<file path="src/rtl/multi_debouncer_if.sv">
// Raw pin inputs and debounced level/strobe outputs of the multi-channel debouncer.
interface multi_debouncer_if #(
    parameter int N_CH = 4
);
    logic [N_CH-1:0] btn_in;
    logic [N_CH-1:0] btn_out;
    logic [N_CH-1:0] btn_rise;
    logic [N_CH-1:0] btn_fall;
    logic [N_CH-1:0] btn_repeat;
    logic [N_CH-1:0] btn_long;

    modport master (
        output btn_in,
        input  btn_out,
        input  btn_rise,
        input  btn_fall,
        input  btn_repeat,
        input  btn_long
    );

    modport slave (
        input  btn_in,
        output btn_out,
        output btn_rise,
        output btn_fall,
        output btn_repeat,
        output btn_long
    );
endinterface

</file>
<file path="src/rtl/multi_debouncer.sv">
// N independent channels: 2-flop sync, saturating stability filter, edge strobes and
// a hold FSM producing long-press / auto-repeat strobes.
//
//   state    | meaning
//   S_IDLE   | released, or pressed before any commit
//   S_HOLD   | committed press, counting towards the long-press strobe
//   S_REPEAT | long-press reached, strobing every REPEAT_COUNT cycles
//   S_LONG   | long-press reached, repeat disabled; wait for release
module multi_debouncer #(
    parameter int          N_CH           = 4,
    parameter logic [31:0] DEBOUNCE_COUNT = 32'd12_500_000,
    parameter logic [31:0] HOLD_COUNT     = 32'd50_000_000,
    parameter logic [31:0] REPEAT_COUNT   = 32'd12_500_000,
    parameter bit          REPEAT_EN      = 1'b1
) (
    input logic              clk,
    input logic              rst,
    multi_debouncer_if.slave bus
);
    typedef enum logic [1:0] {S_IDLE, S_HOLD, S_REPEAT, S_LONG} hold_state_t;

    localparam logic [31:0] DB_TC   = DEBOUNCE_COUNT - 32'd1;
    localparam logic [31:0] HOLD_TC = HOLD_COUNT - 32'd1;
    localparam logic [31:0] REP_TC  = REPEAT_COUNT - 32'd1;

    logic [N_CH-1:0] out_vec;
    logic [N_CH-1:0] rise_vec;
    logic [N_CH-1:0] fall_vec;
    logic [N_CH-1:0] rep_vec;
    logic [N_CH-1:0] long_vec;

    for (genvar i = 0; i < N_CH; i++) begin : g_ch
        logic        sync1;
        logic        sync2;
        logic        cand;
        logic [31:0] cnt;
        logic        out_q;
        logic        rise_q;
        logic        fall_q;
        logic        rep_q;
        logic        long_q;
        logic [31:0] hcnt;
        logic [31:0] hcnt_nxt;
        logic        rep_nxt;
        logic        long_nxt;
        logic        commit;
        logic        rise_c;
        logic        fall_c;
        hold_state_t state;
        hold_state_t state_nxt;

        assign commit = (sync2 == cand) && (cnt == DB_TC);
        assign rise_c = commit && cand && !out_q;
        assign fall_c = commit && !cand && out_q;

        always_ff @(posedge clk or posedge rst) begin
            if (rst) begin
                sync1  <= 1'b0;
                sync2  <= 1'b0;
                cand   <= 1'b0;
                cnt    <= '0;
                out_q  <= 1'b0;
                rise_q <= 1'b0;
                fall_q <= 1'b0;
            end else begin
                sync1 <= bus.btn_in[i];
                sync2 <= sync1;
                // cnt stops at DEBOUNCE_COUNT so a long-stable level commits only once
                if (sync2 != cand) begin
                    cand <= sync2;
                    cnt  <= '0;
                end else if (cnt < DEBOUNCE_COUNT) begin
                    cnt <= cnt + 32'd1;
                end
                if (commit) begin
                    out_q <= cand;
                end
                rise_q <= rise_c;
                fall_q <= fall_c;
            end
        end

        always_ff @(posedge clk or posedge rst) begin
            if (rst) begin
                state  <= S_IDLE;
                hcnt   <= '0;
                rep_q  <= 1'b0;
                long_q <= 1'b0;
            end else begin
                state  <= state_nxt;
                hcnt   <= hcnt_nxt;
                rep_q  <= rep_nxt;
                long_q <= long_nxt;
            end
        end

        // A release commit overrides any terminal count landing on the same edge.
        always_comb begin
            state_nxt = state;
            hcnt_nxt  = hcnt;
            rep_nxt   = 1'b0;
            long_nxt  = long_q;
            if (fall_c) begin
                state_nxt = S_IDLE;
                hcnt_nxt  = '0;
                long_nxt  = 1'b0;
            end else begin
                unique case (state)
                    S_IDLE: begin
                        if (rise_c) begin
                            state_nxt = S_HOLD;
                            hcnt_nxt  = '0;
                        end
                    end
                    S_HOLD: begin
                        if (hcnt == HOLD_TC) begin
                            rep_nxt   = 1'b1;
                            long_nxt  = 1'b1;
                            hcnt_nxt  = '0;
                            state_nxt = REPEAT_EN ? S_REPEAT : S_LONG;
                        end else begin
                            hcnt_nxt = hcnt + 32'd1;
                        end
                    end
                    S_REPEAT: begin
                        if (hcnt == REP_TC) begin
                            rep_nxt  = 1'b1;
                            hcnt_nxt = '0;
                        end else begin
                            hcnt_nxt = hcnt + 32'd1;
                        end
                    end
                    S_LONG: begin
                        state_nxt = S_LONG;
                    end
                    default: begin
                        state_nxt = S_IDLE;
                        hcnt_nxt  = '0;
                        long_nxt  = 1'b0;
                    end
                endcase
            end
        end

        assign out_vec[i]  = out_q;
        assign rise_vec[i] = rise_q;
        assign fall_vec[i] = fall_q;
        assign rep_vec[i]  = rep_q;
        assign long_vec[i] = long_q;
    end

    assign bus.btn_out    = out_vec;
    assign bus.btn_rise   = rise_vec;
    assign bus.btn_fall   = fall_vec;
    assign bus.btn_repeat = rep_vec;
    assign bus.btn_long   = long_vec;
endmodule

</file>
<file path="src/flat_wrapper.sv">
// flat-port wrapper written by rule: the top's interface ports become plain ports
module multi_debouncer_flat 
#(
    parameter int          N_CH           = 4,
    parameter logic [31:0] DEBOUNCE_COUNT = 32'd12_500_000,
    parameter logic [31:0] HOLD_COUNT     = 32'd50_000_000,
    parameter logic [31:0] REPEAT_COUNT   = 32'd12_500_000,
    parameter bit          REPEAT_EN      = 1'b1
)
  (clk, rst, bus_btn_in, bus_btn_out, bus_btn_rise, bus_btn_fall, bus_btn_repeat, bus_btn_long);
  multi_debouncer_if #(.N_CH(N_CH)) bus_i ();
  input logic clk;
  input logic rst;
  input wire logic [$bits(bus_i.btn_in)-1:0] bus_btn_in;
  output wire logic [$bits(bus_i.btn_out)-1:0] bus_btn_out;
  output wire logic [$bits(bus_i.btn_rise)-1:0] bus_btn_rise;
  output wire logic [$bits(bus_i.btn_fall)-1:0] bus_btn_fall;
  output wire logic [$bits(bus_i.btn_repeat)-1:0] bus_btn_repeat;
  output wire logic [$bits(bus_i.btn_long)-1:0] bus_btn_long;
  assign bus_i.btn_in = bus_btn_in;
  assign bus_btn_out = bus_i.btn_out;
  assign bus_btn_rise = bus_i.btn_rise;
  assign bus_btn_fall = bus_i.btn_fall;
  assign bus_btn_repeat = bus_i.btn_repeat;
  assign bus_btn_long = bus_i.btn_long;
  multi_debouncer #(.N_CH(N_CH), .DEBOUNCE_COUNT(DEBOUNCE_COUNT), .HOLD_COUNT(HOLD_COUNT), .REPEAT_COUNT(REPEAT_COUNT), .REPEAT_EN(REPEAT_EN)) u_core (.clk(clk), .rst(rst), .bus(bus_i));
endmodule
</file>
<file path="config.mk">
export PLATFORM = sky130hd
export DESIGN_NAME = multi_debouncer_flat
export DESIGN_NICKNAME = d
export VERILOG_FILES = /design/src/rtl/multi_debouncer_if.sv /design/src/rtl/multi_debouncer.sv /design/src/flat_wrapper.sv
export SDC_FILE = /design/constraint.sdc
export NUM_CORES = 1
export LEC_CHECK = 0
export BUFFER_PORTS_ARGS = -buffer_cell sky130_fd_sc_hd__clkbuf_2
export CAP_MARGIN = 20
export CORE_MARGIN = 2
export CORE_UTILIZATION = 55
export DETAILED_ROUTE_END_ITERATION = 8
export PLACE_DENSITY = 0.71
export SLEW_MARGIN = 25
export SYNTH_ARGS = -nofsm -noshare
export SYNTH_HDL_FRONTEND = slang
export SYNTH_SLANG_ARGS = --single-unit
</file>
<file path="constraint.sdc">
create_clock -name clk -period 25.1 [get_ports clk]
set_input_delay 1.255 -clock clk [delete_from_list [all_inputs] [get_ports clk]]
set_output_delay 1.255 -clock clk [all_outputs]
set_load 0.05 [all_outputs]
</file>
==> flow_summary.yaml <==
critical_path:
  cp_max_fo: 23
  critPathKind: "reg2reg"
  cp_slowest_cell: "o22ai_2"
  path_cells: "or4_1 -> nor4_1 -> nand4bb_1 -> o31a_4 -> o22ai_2 -> nand2_1 -> o41ai_1"
  worst-path-buf-inv: 0
  slowest_delay_ns: 0.83
  crit_path_start_kind: "flip-flop"
  critical_path.endpoint_type: "flip-flop"
  cp.required_ns: 25.49
  crit_arrival_ns: 4.12
  crit_family: "compound AO/OA/AOI/OAI gates"
layout:
  final_cell_mix: "dfrtp_1, nor2_1, nand2_1, o21ai_0, nand3_1"
  layout-drive-gt1-share: 0.0728
  final_common_cell: "dfrtp_1"
  nets: 1751
  n_antenna_cell: 0
  multi_input_comb_area_um2: 7730
  final_cells: 2123
  fillerInstances: 2390
  synthToLayoutAreaGrowth_pct: 10.4
  register_area_um2: 7410
clock_tree:
  numCtsBuffers: 34
  ctsHoldBuffers: 0
  clk_latency_ns: 0.51
  cts_resized: 0
  htreeDepth: 2
  path_clk_slew_ns: 0.06
  cts_tree: "done"
  clk_path_buf_depth: 3
  ctsRootBufferMaster: "clkbuf_16"
  clock_sinks: 296
  post-cts-setup-buffers: 0
yosys:
  async_flop_share: 1.00
  synth_seq_cells: 296
  synth_area_um2: 15700
  synth_cell_types: 75
  synth.avg_cell_area_um2: 9.07
  ys_seq_area_frac: 0.472
  yosysWarningCount: 0
  synth-edff-count: 0
  netlist_instances: 1732
  synth-main-ff-cell: "dfrtp_1"
  synth.net_count: 1762
timing:
  worst_slack_ns: 21.37
  final-hold-violation-count: 0
  whs_ns: 0.349
  fin_tns_setup_ns: 0
  skew_ns: 0.0205
  max_slew.worst_pin.slew_ns: 1.03
  rsz0062_at_grt: "false"
  relSlewSlack: 0.316
  min_period_ns: 3.73
  fmax_mhz: 268
  setup-violations-final: 0
  post-route-period-util: 0.149
  drv_slew: 0
die:
  die_area_um2: 29900
  placementRows: 61
  die_h_um: 173
  initial_utilization: 0.562
  coreArea_um2: 27900
  num_io_pins: 26
  dieWidth_um: 173
power_and_ir_drop:
  ir_drop_mv: 0.0486
  leakagePower_uw: 0.00725
  fin_total_pwr_uw: 1060
  power_density_nw_per_um2: 61.0
route:
  ant_nets: 0
  vias_per_cell: 6.01
  dr.pass1.iters: 6
  drc_errors: 0
  first_iter_violations: 1083
  finalWirelength_um: 33300
  vias: 12764
  wl_per_cell_um: 15.7
grt:
  grt_use_met3: 0.0345
  grtUsageMet1: 0.328
  grt_max_degree: 178
  grtUsageMet2: 0.359
  grt_usage: 0.225
  gr-total-overflow: 0
  grt_pass1_vias: 12226
  antenna_found_initial: 0
  grt_pass1_wl_um: 58600
  busiest_layer: "met2"
placed_design:
  post-place-cells: 2061
  gp_congestion: 0.838
  dp.final_hpwl_um: 21300
  io_buffers: 25
  pre_cts_ws_ns: 21.46
status:
  outcome: "finished, final reports clean"
job:
  maxCapViolCount: 0
min_path:
  hold_path.class: "reg2reg"
-- kinds of logic (layout without fill, tap and decap cells) --
| logic type | Yosys count | count (layout) | synth area share |
|---|---|---|---|
| adders and majority gates | 24 | 24 | 0.0191 |
| and+or+nand+nor | 818 | 818 | 0.272 |
| xor gates and xnor gates | 88 | 88 | 0.0491 |
| DFF | 296 | 296 | 0.472 |
| AOI/OAI and AO/OA | 365 | 365 | 0.142 |
| buffers and inverters | 129 | 142 | 0.0378 |
| muxes | 12 | 12 | 0.00789 |
-- worst reg2reg max path, cell delays in order, from the launching register on --
cell and delay, ns:
dfrtp_1 0.41, or4_1 0.55, nor4_1 0.29, nand4bb_1 0.44
o31a_4 0.49, o22ai_2 0.83, nand2_1 0.24, o41ai_1 0.36
-- cell type report --
type,instances,share of cell area
clock buffer,53,0.0632
clock inverter,7,0.00924
inverter,38,0.00866
multi-input combinational,1307,0.446
sequential,296,0.427
tap,378,0.0273
timing repair buffer,44,0.0180
-- power by group --
group          leakage (uW)  total, uW  switching [uW]  internal (uW)
Combinational       0.00254       26.6            19.6           7.02
Clock              0.000619        545             194            351
Sequential          0.00410        486            4.15            481
Total               0.00725       1060             218            839
-- per-layer routing --
layer	vias up	wire length, um
li1	6270	-
met1	6224	16100
met2	236	15200
met3	34	1500
met4	0	460
met5	-	0
-- path summary, 6_finish.rpt --
kind | depth (start not counted) | end | start | slack [ns]
max in group asynchronous | 4 | u_core.g_ch[1].hcnt[13] | rst | 22.85
worst min-delay path | 0 | u_core.g_ch[3].sync2 | u_core.g_ch[3].sync1 | 0.35
worst max register to register | 7 | u_core.g_ch[3].hcnt[18] | u_core.g_ch[3].cnt[6] | 21.37
min in group asynchronous | 2 | u_core.g_ch[2].cnt[4] | rst | 0.85
worst min register to register | 0 | u_core.g_ch[3].sync2 | u_core.g_ch[3].sync1 | 0.35
worst max-delay path | 7 | u_core.g_ch[3].hcnt[18] | u_core.g_ch[3].cnt[6] | 21.37
-- per-stage QoR --
| step | utilization | area, um2 |
|---|---|---|
| after floorplan | - | 15700 |
| after global placement | 0.573 | 16000 |
| after detailed placement | 0.574 | 16000 |
| after CTS | 0.619 | 17300 |
| after global routing | 0.620 | 17300 |
| final | 0.620 | 17300 |
-- cells in the mapped netlist (4+ instances only) --
library cell  instances  area (um2)
mux2i_1               9        90.1
clkbuf_1             54         203
nor4_1               45         282
or2_2                 7        43.8
nand4_1              65         407
dfrtp_1             296        7410
buf_4                21         158
nor2_1              191         717
buf_2                12        60.1
o21a_1                6        45.0
inv_1                38         143
nand2b_1             20         125
nand3_1             100         500
a41oi_1               6        52.6
nand2_1             151         567
and4_1               21         184
or3_1                22         138
and2_1               42         263
nor4b_1               9        78.8
nand3b_1              4        30.0
o31ai_1              31         233
a31oi_1              45         282
o21ai_0             142         711
a21o_1                7        52.6
o21ai_1              10        50.1
o41ai_1              11        96.3
o31a_1                6        52.6
and3_1               42         263
xnor2_1              49         429
or4_1                12        90.1
a21oi_1              64         320
nand4b_1              6        52.6
nor3_1               42         210
nor4bb_1              4        40.0
a31o_2                4        35.0
nor2b_1              16         100
ha_1                 24         300
xor2_1               39         342
-- flip-flops by register name, summed over array words and instances, names as in the netlist --
name / cells
u_core.g_ch.rise_q: 4
u_core.g_ch.sync1: 4
u_core.g_ch.fall_q: 4
u_core.g_ch.sync2: 4
u_core.g_ch.long_q: 4
u_core.g_ch.hcnt: 128
u_core.g_ch.cnt: 128
u_core.g_ch.state: 8
u_core.g_ch.rep_q: 4
u_core.g_ch.out_q: 4
u_core.g_ch.cand: 4
No activity file was read; power rests on OpenSTA's default activity.
